`config.mk`:
```
export PLATFORM = sky130hd
export DESIGN_NAME = seven_segment_scan_reader
export DESIGN_NICKNAME = d
export VERILOG_FILES = /design/src/rtl/seven_seg_pkg.sv /design/src/rtl/seven_segment_pattern_to_hex.sv /design/src/rtl/seven_segment_scan_reader.sv
export SDC_FILE = /design/constraint.sdc
export NUM_CORES = 1
export LEC_CHECK = 0
export ABC_CLOCK_PERIOD_IN_PS = 2880
export BUFFER_PORTS_ARGS = -buffer_cell sky130_fd_sc_hd__buf_2
export CAP_MARGIN = 20
export CORE_MARGIN = 1
export CORE_UTILIZATION = 52
export DETAILED_ROUTE_END_ITERATION = 10
export GPL_TIMING_DRIVEN = 0
export HOLD_SLACK_MARGIN = 0.08
export PLACE_DENSITY = 0.75
export SYNTH_ARGS = -nofsm -noshare
export SYNTH_HDL_FRONTEND = slang
export SYNTH_SLANG_ARGS = --single-unit
export TNS_END_PERCENT = 100
```
`constraint.sdc`:
```
create_clock -name clk -period 2.88 [get_ports clk]
set_input_delay 0.288 -clock clk [delete_from_list [all_inputs] [get_ports clk]]
set_output_delay 0.288 -clock clk [all_outputs]
set_load 0.05 [all_outputs]
```
`src/rtl/seven_seg_pkg.sv`:
```
// Shared seven-segment definitions: active-low pattern type and hex glyph table.
// The display encoder and the scan-reader decoder both use this table.
package seven_seg_pkg;

  typedef logic [6:0] seg_t;

  // Active-low patterns, bit6=g .. bit0=a, indexed by hex value
  localparam seg_t SEG_HEX [16] = '{
    7'b1000000, 7'b1111001, 7'b0100100, 7'b0110000,
    7'b0011001, 7'b0010010, 7'b0000010, 7'b1111000,
    7'b0000000, 7'b0011000, 7'b0001000, 7'b0000011,
    7'b1000110, 7'b0100001, 7'b0000100, 7'b0001110
  };

  localparam seg_t SEG_BLANK = 7'b1111111;

endpackage

```
`src/rtl/seven_segment_pattern_to_hex.sv`:
```
// Inverse glyph lookup: segment pattern back to nibble, flagging blank and
// unrecognised patterns.
module seven_segment_pattern_to_hex
  import seven_seg_pkg::*;
(
  input  seg_t       seg,
  output logic [3:0] nibble,
  output logic       blank,
  output logic       err
);

  logic hit;

  always_comb begin
    nibble = '0;
    hit    = 1'b0;
    for (int unsigned i = 0; i < 16; i++) begin
      if (seg == SEG_HEX[i]) begin
        nibble = 4'(i);
        hit    = 1'b1;
      end
    end
    blank = (seg == SEG_BLANK);
    err   = !hit && !blank;
  end

endmodule

```
`src/rtl/seven_segment_scan_reader.sv`:
```
// Snoops a multiplexed active-low seven-segment bus, debounces each digit's
// dwell, and presents every completed frame on a valid/ready output.
module seven_segment_scan_reader #(
  parameter int N_DIGITS      = 4,
  parameter int STABLE_CYCLES = 4
) (
  input  logic                  clk,
  input  logic                  rst,
  input  logic [6:0]            seg_in,
  input  logic [N_DIGITS-1:0]   digit_sel,
  output logic [4*N_DIGITS-1:0] value,
  output logic [N_DIGITS-1:0]   blank_mask,
  output logic [N_DIGITS-1:0]   err_mask,
  output logic                  out_valid,
  input  logic                  out_ready,
  output logic                  overflow
);

  import seven_seg_pkg::*;

  localparam int IDXW = (N_DIGITS > 1) ? $clog2(N_DIGITS) : 1;
  localparam int CNTW = $clog2(STABLE_CYCLES + 1);
  localparam logic [CNTW-1:0] CNT_MAX = CNTW'(STABLE_CYCLES);

  logic [IDXW-1:0]     sel_idx, prev_idx;
  seg_t                prev_seg;
  logic                qualified, same, held_flag, capture, complete;
  logic [CNTW-1:0]     cnt, cnt_next;
  logic                captured, captured_next;

  logic [3:0]          dec_nib;
  logic                dec_blank, dec_err;

  logic [3:0]          slot_nib [N_DIGITS];
  logic [N_DIGITS-1:0] slot_blank, slot_err, seen, seen_cap, cap_onehot;

  logic [4*N_DIGITS-1:0] frame_val;
  logic [N_DIGITS-1:0]   frame_blank, frame_err;

  seven_segment_pattern_to_hex u_dec (
    .seg    (seg_in),
    .nibble (dec_nib),
    .blank  (dec_blank),
    .err    (dec_err)
  );

  always_comb begin
    sel_idx = '0;
    for (int unsigned i = 0; i < N_DIGITS; i++) begin
      if (!digit_sel[i]) sel_idx = IDXW'(i);
    end
    qualified = $onehot(~digit_sel);
  end

  // The captured flag only survives while the same (index, pattern) persists
  always_comb begin
    same      = (sel_idx == prev_idx) && (seg_in == prev_seg);
    held_flag = captured && same;
    if (!qualified)
      cnt_next = '0;
    else if (same)
      cnt_next = (cnt == CNT_MAX) ? cnt : cnt + 1'b1;
    else
      cnt_next = CNTW'(1);
    capture       = qualified && (cnt_next == CNT_MAX) && !held_flag;
    captured_next = qualified && (held_flag || capture);
  end

  // Frame assembly bypasses the slot being written so completion loads at once
  always_comb begin
    cap_onehot  = '0;
    frame_val   = '0;
    frame_blank = '0;
    frame_err   = '0;
    for (int unsigned i = 0; i < N_DIGITS; i++) begin
      if (capture && sel_idx == IDXW'(i)) begin
        cap_onehot[i]      = 1'b1;
        frame_val[4*i +: 4] = dec_nib;
        frame_blank[i]     = dec_blank;
        frame_err[i]       = dec_err;
      end else begin
        frame_val[4*i +: 4] = slot_nib[i];
        frame_blank[i]     = slot_blank[i];
        frame_err[i]       = slot_err[i];
      end
    end
    seen_cap = seen | cap_onehot;
    complete = capture && (&seen_cap);
  end

  always_ff @(posedge clk) begin
    if (rst) begin
      prev_idx   <= '0;
      prev_seg   <= '0;
      cnt        <= '0;
      captured   <= 1'b0;
      seen       <= '0;
      slot_blank <= '0;
      slot_err   <= '0;
      for (int unsigned i = 0; i < N_DIGITS; i++) slot_nib[i] <= '0;
      value      <= '0;
      blank_mask <= '0;
      err_mask   <= '0;
      out_valid  <= 1'b0;
      overflow   <= 1'b0;
    end else begin
      prev_idx <= sel_idx;
      prev_seg <= seg_in;
      cnt      <= cnt_next;
      captured <= captured_next;
      if (capture) begin
        slot_nib[sel_idx]   <= dec_nib;
        slot_blank[sel_idx] <= dec_blank;
        slot_err[sel_idx]   <= dec_err;
      end
      seen <= complete ? '0 : seen_cap;
      if (complete) begin
        if (out_valid && !out_ready) begin
          overflow <= 1'b1;
        end else begin
          value      <= frame_val;
          blank_mask <= frame_blank;
          err_mask   <= frame_err;
          out_valid  <= 1'b1;
        end
      end else if (out_valid && out_ready) begin
        out_valid <= 1'b0;
      end
    end
  end

endmodule

```
==> flow_summary.json, run 1 <==
{
  "htreeDepth": 3,
  "grt_max_degree": 13,
  "fmax_ghz": 0.360,
  "cp_data_required_time_ns": 2.92,
  "drt_iter0_drc": 100,
  "min_period_ns": 2.77,
  "reg2regPathDepth": 7,
  "cp.arrival_ns": 2.82,
  "finalHoldViolCount": 0,
  "total_power_mw": 1.99,
  "cpMaxStageDelayCell": "nor4_2",
  "crit_path_end_kind": "flip-flop",
  "place_ws_ns": -0.547,
  "antenna_found_initial": 0,
  "cts_sinks": 67,
  "diodes": 0,
  "synth_xor_area_share_pct": 2.88,
  "critPathKind": "input pin to flip-flop",
  "nets": 423,
  "die_x_um": 82.2,
  "cp-start-kind": "input pin",
  "relSlewSlack_pct": 51.0,
  "syn_area_um2": 3350,
  "syn_area_per_cell_um2": 9.56,
  "num_rows": 28,
  "track_usage_pct": 24.7,
  "place_congestion": 0.880,
  "fin_crit_sh_pct": 96.3,
  "placed_area_um2": 3640,
  "io_buffers": 37,
  "irDropWorstVdd_v": 0.000346,
  "die_area_um2": 6760,
  "wl_per_cell_um": 16.0,
  "whs_path_depth": 2,
  "synth_top_family_by_area": "simple AND/OR/NAND/NOR gates",
  "rr_startpoint": "cnt[0]",
  "ys_seq_area_share_pct": 44.9,
  "min_to": "prev_idx[1]",
  "cp_max_fo": 9,
  "outcome": "completed",
  "clk_pin_slew_worst_paths_ns": 0.07,
  "r2r_slack_ns": 0.37,
  "drc": 0,
  "vias": 2791,
  "cts-hold-fix-buffers": 0,
  "hold_start": "digit_sel[2]",
  "cts_tree": "done",
  "io_pins": 40,
  "grt_pass1_vias": 2556,
  "hold_class": "input pin to flip-flop",
  "synth_cells": 350,
  "synth_cell_types": 61,
  "dp_hpwl_um": 5380,
  "drt-pass1-iter-count": 4,
  "setup_slack_ns": 0.105,
  "powerDensity_nw_per_um2": 505,
  "syn_to_final_growth_pct": 17.6,
  "setup_viol_count_final": 0,
  "grt_overflow": 0,
  "synthAdderAreaFrac_pct": 2.09,
  "dp.cells": 462,
  "cts_buffers": 9,
  "stdcell_count": 484,
  "tightest_slew_ns": 0.735,
  "start_util_pct": 55.2,
  "synth-compound-area-share_pct": 13.4,
  "ys.flop_type": "dfxtp_1",
  "postRouteAntennaNets": 0,
  "syn_nets": 369,
  "fin_area_um2": 3940,
  "synth_warnings": 0,
  "rsz0062_at_grt": "no",
  "reg2reg_to": "slot_nib[1][2]",
  "core_area_um2": 6060,
  "synthArstFlopShare_pct": 0,
  "clk_path_buf_depth": 2,
  "clockRootBuffer": "clkbuf_8",
  "synth-simple-area-share_pct": 27.4,
  "wirelength_um": 7760,
  "clk-insertion-delay-late_ns": 0.34,
  "grt_pass1_wl_um": 12300,
  "synthMuxAreaShare_pct": 5.72,
  "vias_per_cell": 5.77,
  "fillers": 508,
  "maxSlewViolCount": 0,
  "synth_edf_count": 16,
  "layout-drive-gt1-share_pct": 21.5,
  "finClkSkew_ns": 0.0141,
  "cap_violations": 0,
  "crit_chain": "buf_2 > fa_1 > inv_1 > ha_1 > ha_4 > nor4b_4 > nand2_4 > nor4_2 > or2_2",
  "ys_ff_latch": 67,
  "die_h_um": 82.2,
  "crit_path_max_incr_delay_ns": 0.57,
  "p_leak_nw": 1.49
}
[per-layer routing]
metal,GRT usage [%],vias up,share of wire [%]
met1,32.9,1330,46
met4,8.60,0,0.88
met5,0,-,0
met3,4.73,8,4.8
li1,-,1377,-
met2,39.9,76,48
[worst max path at each step]
stage                 start              to  slack (ns)
6_report       digit_sel[1]  slot_nib[1][2]        0.11
5_1_grt        digit_sel[1]        value[0]       0.003
4_1_cts        digit_sel[1]   blank_mask[0]        0.02
3_5_place_dp   digit_sel[1]        value[2]       -0.55
3_3_place_gp   digit_sel[1]        value[2]       -0.48
2_1_floorplan  digit_sel[0]   blank_mask[0]       0.005
[state kept, by name, indices dropped and copies added (netlist names)]
| signal | flops |
|---|---|
| blank_mask | 4 |
| captured | 1 |
| cnt | 3 |
| err_mask | 4 |
| out_valid | 1 |
| overflow | 1 |
| prev_idx | 2 |
| prev_seg | 7 |
| seen | 4 |
| slot_blank | 4 |
| slot_err | 4 |
| slot_nib | 16 |
| value | 16 |
[worst max-delay path: cells and delay by family]
family,cells,cell delay (ns)
fa+ha+maj,3,0.93
buf+inv,2,0.19
simple gates,4,1.41
[repair_timing]
item | 4_1_cts | 5_1_grt
setup endpoints to repair | 28 | 42
gates cloned | 0 | 1
resized for setup | 1 | 5
setup buffers | 3 | 2
pin swaps | 2 | 3
[power by group]
part / internal (mW) / leakage, nW / switching (mW)
Sequential: 0.976 / 0.580 / 0.00847
Clock: 0.455 / 0.109 / 0.367
Combinational: 0.0686 / 0.800 / 0.115
[cells by family after synthesis]
| logic type | Yosys count |
|---|---|
| buffers and inverters | 31 |
| adder cells (fa/ha/maj) | 5 |
| AND/OR/NAND/NOR | 158 |
| flip-flops | 67 |
| AO/OA/AOI/OAI | 59 |
| multiplexers | 19 |
| XOR/XNOR | 11 |
[layout by cell type (no fill, tap or decap), types with 4 or more instances in the layout]
| master | Yosys | final |
|---|---|---|
| nor4_4 | 4 | 4 |
| nand2b_1 | 6 | 6 |
| buf_4 | 0 | 5 |
| clkbuf_1 | 13 | 14 |
| o22ai_1 | 12 | 12 |
| nand3_1 | 9 | 9 |
| a211oi_1 | 7 | 6 |
| nor2b_1 | 8 | 8 |
| xor2_1 | 9 | 9 |
| edfxtp_1 | 16 | 16 |
| nand2_1 | 27 | 26 |
| mux2i_1 | 18 | 18 |
| a21oi_1 | 10 | 10 |
| nor2_1 | 51 | 51 |
| or3_1 | 7 | 7 |
| or2_2 | 6 | 6 |
| dfxtp_1 | 51 | 51 |
| and2_1 | 5 | 5 |
| nor3_1 | 9 | 8 |
| o21a_1 | 4 | 4 |
| buf_2 | 4 | 41 |
| inv_1 | 10 | 10 |
| clkbuf_8 | 0 | 9 |
[layout make-up]
| type | instances | area [µm²] | share of cell area, % |
|---|---|---|---|
| Buffer | 19 | 76.3 | 1.94 |
| Clock buffer | 11 | 153 | 3.88 |
| Clock inverter | 5 | 58.8 | 1.49 |
| Inverter | 12 | 45.0 | 1.14 |
| Multi-Input combinational cell | 253 | 1790 | 45.4 |
| Sequential cell | 67 | 1500 | 38.1 |
| Tap cell | 75 | 93.8 | 2.38 |
| Timing Repair Buffer | 42 | 223 | 5.66 |
[synth_stat cells, types with 2 or more instances]
cell type / count / area [µm²]
dfxtp_1: 51 / 1020
nor2_1: 51 / 191
nand2_1: 27 / 101
mux2i_1: 18 / 180
edfxtp_1: 16 / 480
clkbuf_1: 13 / 48.8
o22ai_1: 12 / 75.1
a21oi_1: 10 / 50.1
inv_1: 10 / 37.5
nand3_1: 9 / 45.0
nor3_1: 9 / 45.0
xor2_1: 9 / 78.8
nor2b_1: 8 / 50.1
a211oi_1: 7 / 52.6
or3_1: 7 / 43.8
nand2b_1: 6 / 37.5
or2_2: 6 / 37.5
and2_1: 5 / 31.3
buf_2: 4 / 20.0
ha_1: 4 / 50.1
nor4_4: 4 / 85.1
o21a_1: 4 / 30.0
and4_1: 3 / 26.3
nand3b_1: 3 / 22.5
nand4_1: 3 / 18.8
nor4_1: 3 / 18.8
o211a_1: 3 / 30.0
o21ai_0: 3 / 15.0
a211oi_2: 2 / 25.0
and3b_1: 2 / 17.5
buf_1: 2 / 7.51
nor4_2: 2 / 25.0
o21ai_1: 2 / 10.0
o32ai_1: 2 / 17.5
or3b_1: 2 / 17.5
or4_1: 2 / 15.0
xnor2_1: 2 / 17.5
[metrics by stage]
step | hold WS [ns] | utilization (%) | TNS [ns]
2_1_floorplan | 0.380 | - | 0
3_3_place_gp | 0.455 | 60.1 | -17.92
3_5_place_dp | 0.458 | 60.1 | -20.23
4_1_cts | 0.243 | 64.0 | 0
5_1_grt | 0.276 | 64.9 | 0
6_report | 0.262 | 64.9 | 0
(Power assumes the default switching activity.)
==> run 2: changes to the inputs <==
--- a/config.mk
+++ b/config.mk
@@ -9,12 +9,14 @@
 export BUFFER_PORTS_ARGS = -buffer_cell sky130_fd_sc_hd__buf_2
 export CAP_MARGIN = 20
 export CORE_MARGIN = 1
-export CORE_UTILIZATION = 52
+export CORE_UTILIZATION = 53
 export DETAILED_ROUTE_END_ITERATION = 10
 export GPL_TIMING_DRIVEN = 0
 export HOLD_SLACK_MARGIN = 0.08
-export PLACE_DENSITY = 0.75
+export PLACE_DENSITY = 0.76
+export SLEW_MARGIN = 5
 export SYNTH_ARGS = -nofsm -noshare
 export SYNTH_HDL_FRONTEND = slang
+export SYNTH_HIERARCHICAL = 1
 export SYNTH_SLANG_ARGS = --single-unit
 export TNS_END_PERCENT = 100
==> flow_summary.json, run 2 <==
{
  "rr_startpoint": "cnt[0]",
  "finalHoldViolCount": 0,
  "hold_start": "digit_sel[2]",
  "setup_viol_count_final": 0,
  "critPathKind": "input pin to flip-flop",
  "cp-start-kind": "input pin",
  "cp_top_family": "simple AND/OR/NAND/NOR gates",
  "cp_max_fo": 10,
  "vias_per_cell": 5.51,
  "stdcell_count": 550,
  "cpMaxStageDelayCell": "or4b_4",
  "grt_pass1_vias": 2813,
  "cp_data_required_time_ns": 2.94,
  "diodes": 0,
  "die_area_um2": 7500,
  "largestRegisters": "slot_nib (16), value (16), prev_seg (7)",
  "total_power_mw": 2.04,
  "fmax_ghz": 0.358,
  "maxSlewViolCount": 0,
  "synth_top_area_cell": "dfxtp_1",
  "wl_per_cell_um": 15.0,
  "place_ws_ns": -0.351,
  "fillers": 602,
  "htreeDepth": 3,
  "core_area_um2": 6870,
  "cts_buffers": 9,
  "wirelength_um": 8260,
  "drc": 0,
  "p_leak_nw": 1.85,
  "crit_path_end_kind": "flip-flop",
  "whs_path_depth": 2,
  "postRouteAntennaNets": 0,
  "grt_pass1_wl_um": 13400,
  "io_pins": 40,
  "num_rows": 30,
  "antenna_found_initial": 0,
  "mostFrequentLayoutCells": "dfxtp_1, buf_2, nor2b_1",
  "synthArstFlopShare_pct": 0,
  "track_usage_pct": 23.1,
  "nets": 468,
  "ys_ff_latch": 67,
  "powerDensity_nw_per_um2": 464,
  "finClkSkew_ns": 0.00960,
  "r2r_slack_ns": 0.43,
  "tightest_slew_ns": 0.895,
  "place_congestion": 0.895,
  "reg2reg_to": "slot_nib[1][1]",
  "crit_path_max_incr_delay_ns": 0.57,
  "synth_cells": 398,
  "min_period_ns": 2.79,
  "outcome": "completed",
  "irDropWorstVdd_v": 0.000249,
  "drt_iter0_drc": 144,
  "syn_area_um2": 3790,
  "synth_warnings": 6,
  "cp.arrival_ns": 2.85,
  "reg2regPathDepth": 8,
  "mostFrequentLayoutCell": "dfxtp_1",
  "hold_class": "input pin to flip-flop",
  "synth_top_area_share_pct": 26.9,
  "clk_pin_slew_worst_paths_ns": 0.07,
  "die_h_um": 86.6,
  "grt_overflow": 0,
  "die_x_um": 86.6,
  "yosys-top-cells-count": "dfxtp_1, nor2b_1, nor2_1",
  "cp_num_buf_inv": 4,
  "clk_path_buf_depth": 2,
  "dp_hpwl_um": 5990,
  "ys.flop_type": "dfxtp_1",
  "ys_seq_area_share_pct": 39.6,
  "start_util_pct": 55.2,
  "drt-pass1-iter-count": 4,
  "grt_max_degree": 12,
  "relSlewSlack_pct": 39.7,
  "io_buffers": 37,
  "clk-insertion-delay-late_ns": 0.35,
  "dp.cells": 531,
  "syn_area_per_cell_um2": 9.53,
  "synth_edf_count": 16,
  "syn_to_final_growth_pct": 15.8,
  "cts_tree": "done",
  "syn_nets": 417,
  "yosys-top-cells-area": "dfxtp_1, edfxtp_1, mux2_4",
  "clockRootBuffer": "clkbuf_8",
  "setup_slack_ns": 0.0902,
  "cts_sinks": 67,
  "synth_cell_types": 62,
  "fin_crit_sh_pct": 96.9,
  "crit_chain": "buf_2 > fa_1 > inv_1 > ha_1 > ha_1 > or4b_4 > inv_1 > nand3_1 > buf_4 > nor3_4 > or2_4",
  "yosysMostFrequentCell": "dfxtp_1",
  "layout-drive-gt1-share_pct": 26.0,
  "vias": 3029,
  "min_to": "prev_idx[1]",
  "cap_violations": 0
}
## run 2: cell count changes in the layout (fill, tap and decap cells not counted), moves of 7 or more
cell,previous run,this run
o22ai_1,12,2
nor2_1,51,31
a21oi_1,10,26
o31ai_1,1,8
nor2b_1,8,34
mux2_4,0,20
## run 2: power breakdown
group / internal, mW / switching (mW)
Combinational: 0.0777 / 0.130
Sequential: 0.976 / 0.00750
Clock: 0.502 / 0.343
## run 2: worst max path at each step
stage	start	to	slack (ns)	depth (start not counted)
final	digit_sel[1]	slot_nib[1][1]	0.09	11
after global routing	digit_sel[1]	slot_nib[1][2]	-0.01	11
after CTS	digit_sel[1]	slot_nib[0][1]	0.0003	9
after detailed placement	digit_sel[1]	slot_nib[0][2]	-0.35	9
after global placement	digit_sel[1]	slot_nib[0][1]	-0.32	9
after floorplan	digit_sel[0]	slot_nib[1][0]	0.006	10
## run 2: timing repair
action                     in CTS  in global routing
hold buffers                    0                  0
setup buffers                   0                  4
setup endpoints to repair       1                 22
pin swaps                       0                  2
resized for setup               0                 11
## run 2: cell type report
cell class	count	area, µm²	area share (%)
timing repair buffer	41	215	4.90
tap	96	120	2.74
buffer	32	181	4.13
multi-input combinational	289	2120	48.3
clock buffer	15	188	4.27
clock inverter	1	30.0	0.684
inverter	9	33.8	0.769
sequential	67	1500	34.2
## run 2: through the flow
stage | util, % | hold WS, ns | setup TNS (ns) | instance area (µm²)
6_report | 63.9 | 0.154 | 0 | 4390
3_3_place_gp | 59.8 | 0.447 | -10.06 | 4110
5_1_grt | 63.9 | 0.159 | -0.0583 | 4390
3_5_place_dp | 59.8 | 0.453 | -12.75 | 4110
4_1_cts | 63.0 | 0.145 | 0 | 4320
2_1_floorplan | - | 0.416 | 0 | 3800
## run 2: layer usage
layer | global-route usage, % | up-vias | wire length, µm
met2 | 39.2 | 81 | 3980
met4 | 9.85 | 0 | 96
li1 | - | 1505 | -
met3 | 3.81 | 12 | 428
met5 | 0 | - | 0
met1 | 29.2 | 1431 | 3750
## run 2: cell families (layout without fill, tap and decap cells)
family / count (synthesis) / after routing / share of synthesized area (%)
AO/OA/AOI/OAI: 65 / 65 / 11.0
XOR/XNOR: 11 / 11 / 2.54
adder cells (fa/ha/maj): 5 / 5 / 1.85
buffers and inverters: 42 / 98 / 5.67
flip-flops: 67 / 67 / 39.6
multiplexers: 36 / 36 / 12.3
AND/OR/NAND/NOR: 172 / 172 / 27.1
==> run 3: changes to the inputs <==
--- a/config.mk
+++ b/config.mk
@@ -8,12 +8,14 @@
 export ABC_CLOCK_PERIOD_IN_PS = 2880
 export BUFFER_PORTS_ARGS = -buffer_cell sky130_fd_sc_hd__buf_2
 export CAP_MARGIN = 20
+export CELL_PAD_IN_SITES_DETAIL_PLACEMENT = 0
+export CELL_PAD_IN_SITES_GLOBAL_PLACEMENT = 2
 export CORE_MARGIN = 1
-export CORE_UTILIZATION = 53
+export CORE_UTILIZATION = 34
 export DETAILED_ROUTE_END_ITERATION = 10
 export GPL_TIMING_DRIVEN = 0
 export HOLD_SLACK_MARGIN = 0.08
-export PLACE_DENSITY = 0.76
+export PLACE_DENSITY_LB_ADDON = 0.1
 export SLEW_MARGIN = 5
 export SYNTH_ARGS = -nofsm -noshare
 export SYNTH_HDL_FRONTEND = slang
==> flow_summary.json, run 3 (synthesized netlist as in run 2, its figures left out) <==
{
  "cp.arrival_ns": 3.02,
  "grt_pass1_wl_um": 15200,
  "die_h_um": 108,
  "start_util_pct": 35.0,
  "drt-pass1-iter-count": 4,
  "finClkSkew_ns": 0.00605,
  "crit_top_cell": "ha_1",
  "hold_class": "input pin to flip-flop",
  "drt_iter0_drc": 134,
  "grt_max_degree": 11,
  "p_leak_nw": 1.80,
  "largestRegisters": "slot_nib (16), value (16), prev_seg (7)",
  "place_congestion": 0.794,
  "fin_setup_tns_ns": 0,
  "clockRootBuffer": "clkbuf_8",
  "dp.cells": 575,
  "io_buffers": 37,
  "mostFrequentLayoutCell": "dfxtp_1",
  "p_int_mw": 1.39,
  "fillers": 1119,
  "vias": 2983,
  "crit_path_max_incr_delay_ns": 0.57,
  "placed_area_um2": 4170,
  "outcome": "completed",
  "grt_pass1_vias": 2891,
  "clk_pin_slew_worst_paths_ns": 0.07,
  "cts_tree": "done",
  "swShare_pct": 26.1,
  "cap_violations": 0,
  "cp_max_fo": 10,
  "io_pins": 40,
  "cts_sinks": 67,
  "die_x_um": 108,
  "maxSlewViolCount": 0,
  "vias_per_cell": 5.05,
  "track_usage_pct": 17.7,
  "die_area_um2": 11600,
  "fin_crit_sh_pct": 96.6,
  "layout-drive-gt1-share_pct": 24.8,
  "diodes": 0,
  "nets": 466,
  "rsz0062_at_grt": "yes",
  "finalHoldViolCount": 0,
  "power.share.sequential_pct": 52.4,
  "cp_data_required_time_ns": 3.12,
  "fin_area_um2": 4370,
  "irDropWorstVdd_v": 0.000176,
  "fin_util_pct": 40.3,
  "wl_per_cell_um": 15.7,
  "powerDensity_nw_per_um2": 430,
  "postRouteAntennaNets": 0,
  "crit_path_end_kind": "flip-flop",
  "clk_path_buf_depth": 2,
  "whs_ns": 0.134,
  "mostFrequentLayoutCells": "dfxtp_1, buf_2, nor2b_1",
  "cpMaxStageDelayCell": "or4b_4",
  "critPathKind": "input pin to flip-flop",
  "drc": 0,
  "p_switching_mw": 0.490,
  "syn_to_final_growth_pct": 15.1,
  "wirelength_um": 9280,
  "cts_buffers": 9,
  "grt_overflow": 0,
  "tightest_slew_ns": 0.904,
  "antenna_found_initial": 0,
  "relSlewSlack_pct": 39.1,
  "cp-start-kind": "input pin",
  "core_area_um2": 10800,
  "fmax_ghz": 0.359,
  "cp_top_family": "simple AND/OR/NAND/NOR gates",
  "power_frac_clock_pct": 36.5,
  "setup_viol_count_final": 0,
  "stdcell_count": 591,
  "num_rows": 38,
  "crit_chain": "buf_2 > fa_1 > inv_1 > ha_1 > ha_1 > or4b_4 > nor4_4 > nand3_4 > buf_6 > mux2_4",
  "htreeDepth": 3,
  "combinationalPowerShare_pct": 11.1,
  "dp_hpwl_um": 6850,
  "cp_num_buf_inv": 3,
  "clk-insertion-delay-late_ns": 0.35,
  "min_period_ns": 2.78
}
run 3: final timing paths:
| check | start | to | slack (ns) | depth (start not counted) |
|---|---|---|---|---|
| max reg2reg | cnt[0] | value[1] | 0.38 | 7 |
| min reg2reg | seen[0] | seen[0] | 0.46 | 2 |
| min | digit_sel[2] | prev_idx[1] | 0.13 | 2 |
| max | digit_sel[1] | value[1] | 0.1 | 10 |
run 3: what timing repair did:
item                                    in CTS  in global routing
buffers inserted                             0                  2
pin swaps                                    0                  1
endpoints found under the setup margin       6                 17
resized for setup                            1                 10
hold buffers                                 0                  0
run 3: stage by stage:
step,worst slack [ns],power [mW]
finish,0.0982,1.88
global route,0.00204,1.97
floorplan,0.00564,1.15
global placement,-0.398,1.21
detailed placement,-0.410,1.21
CTS,0.0000742,1.91
run 3: area by class of cell:
type	count	area (µm²)	share of cell area, %
multi-input cells	289	2110	48.4
flip-flops and latches	67	1500	34.4
repair buffers	39	200	4.58
plain buffers	32	185	4.24
well taps	140	175	4.01
clock buffers	15	156	3.58
inverters	9	33.8	0.774
run 3: power groups by stage:
stage / registers, mW / logic [mW] / clock network [mW]
floorplan: 1.00 / 0.146 / 0
global placement: 1.00 / 0.209 / 0
detailed placement: 1.00 / 0.210 / 0
CTS: 0.983 / 0.211 / 0.711
global route: 0.985 / 0.234 / 0.748
finish: 0.984 / 0.209 / 0.685
run 3: metal layers:
layer | vias up | global-route usage [%] | wire length, µm
met4 | 0 | 8.71 | 201
met1 | 1417 | 23.1 | 4640
met3 | 16 | 3.57 | 260
met5 | - | 0 | 0
li1 | 1503 | - | -
met2 | 47 | 27.8 | 4180
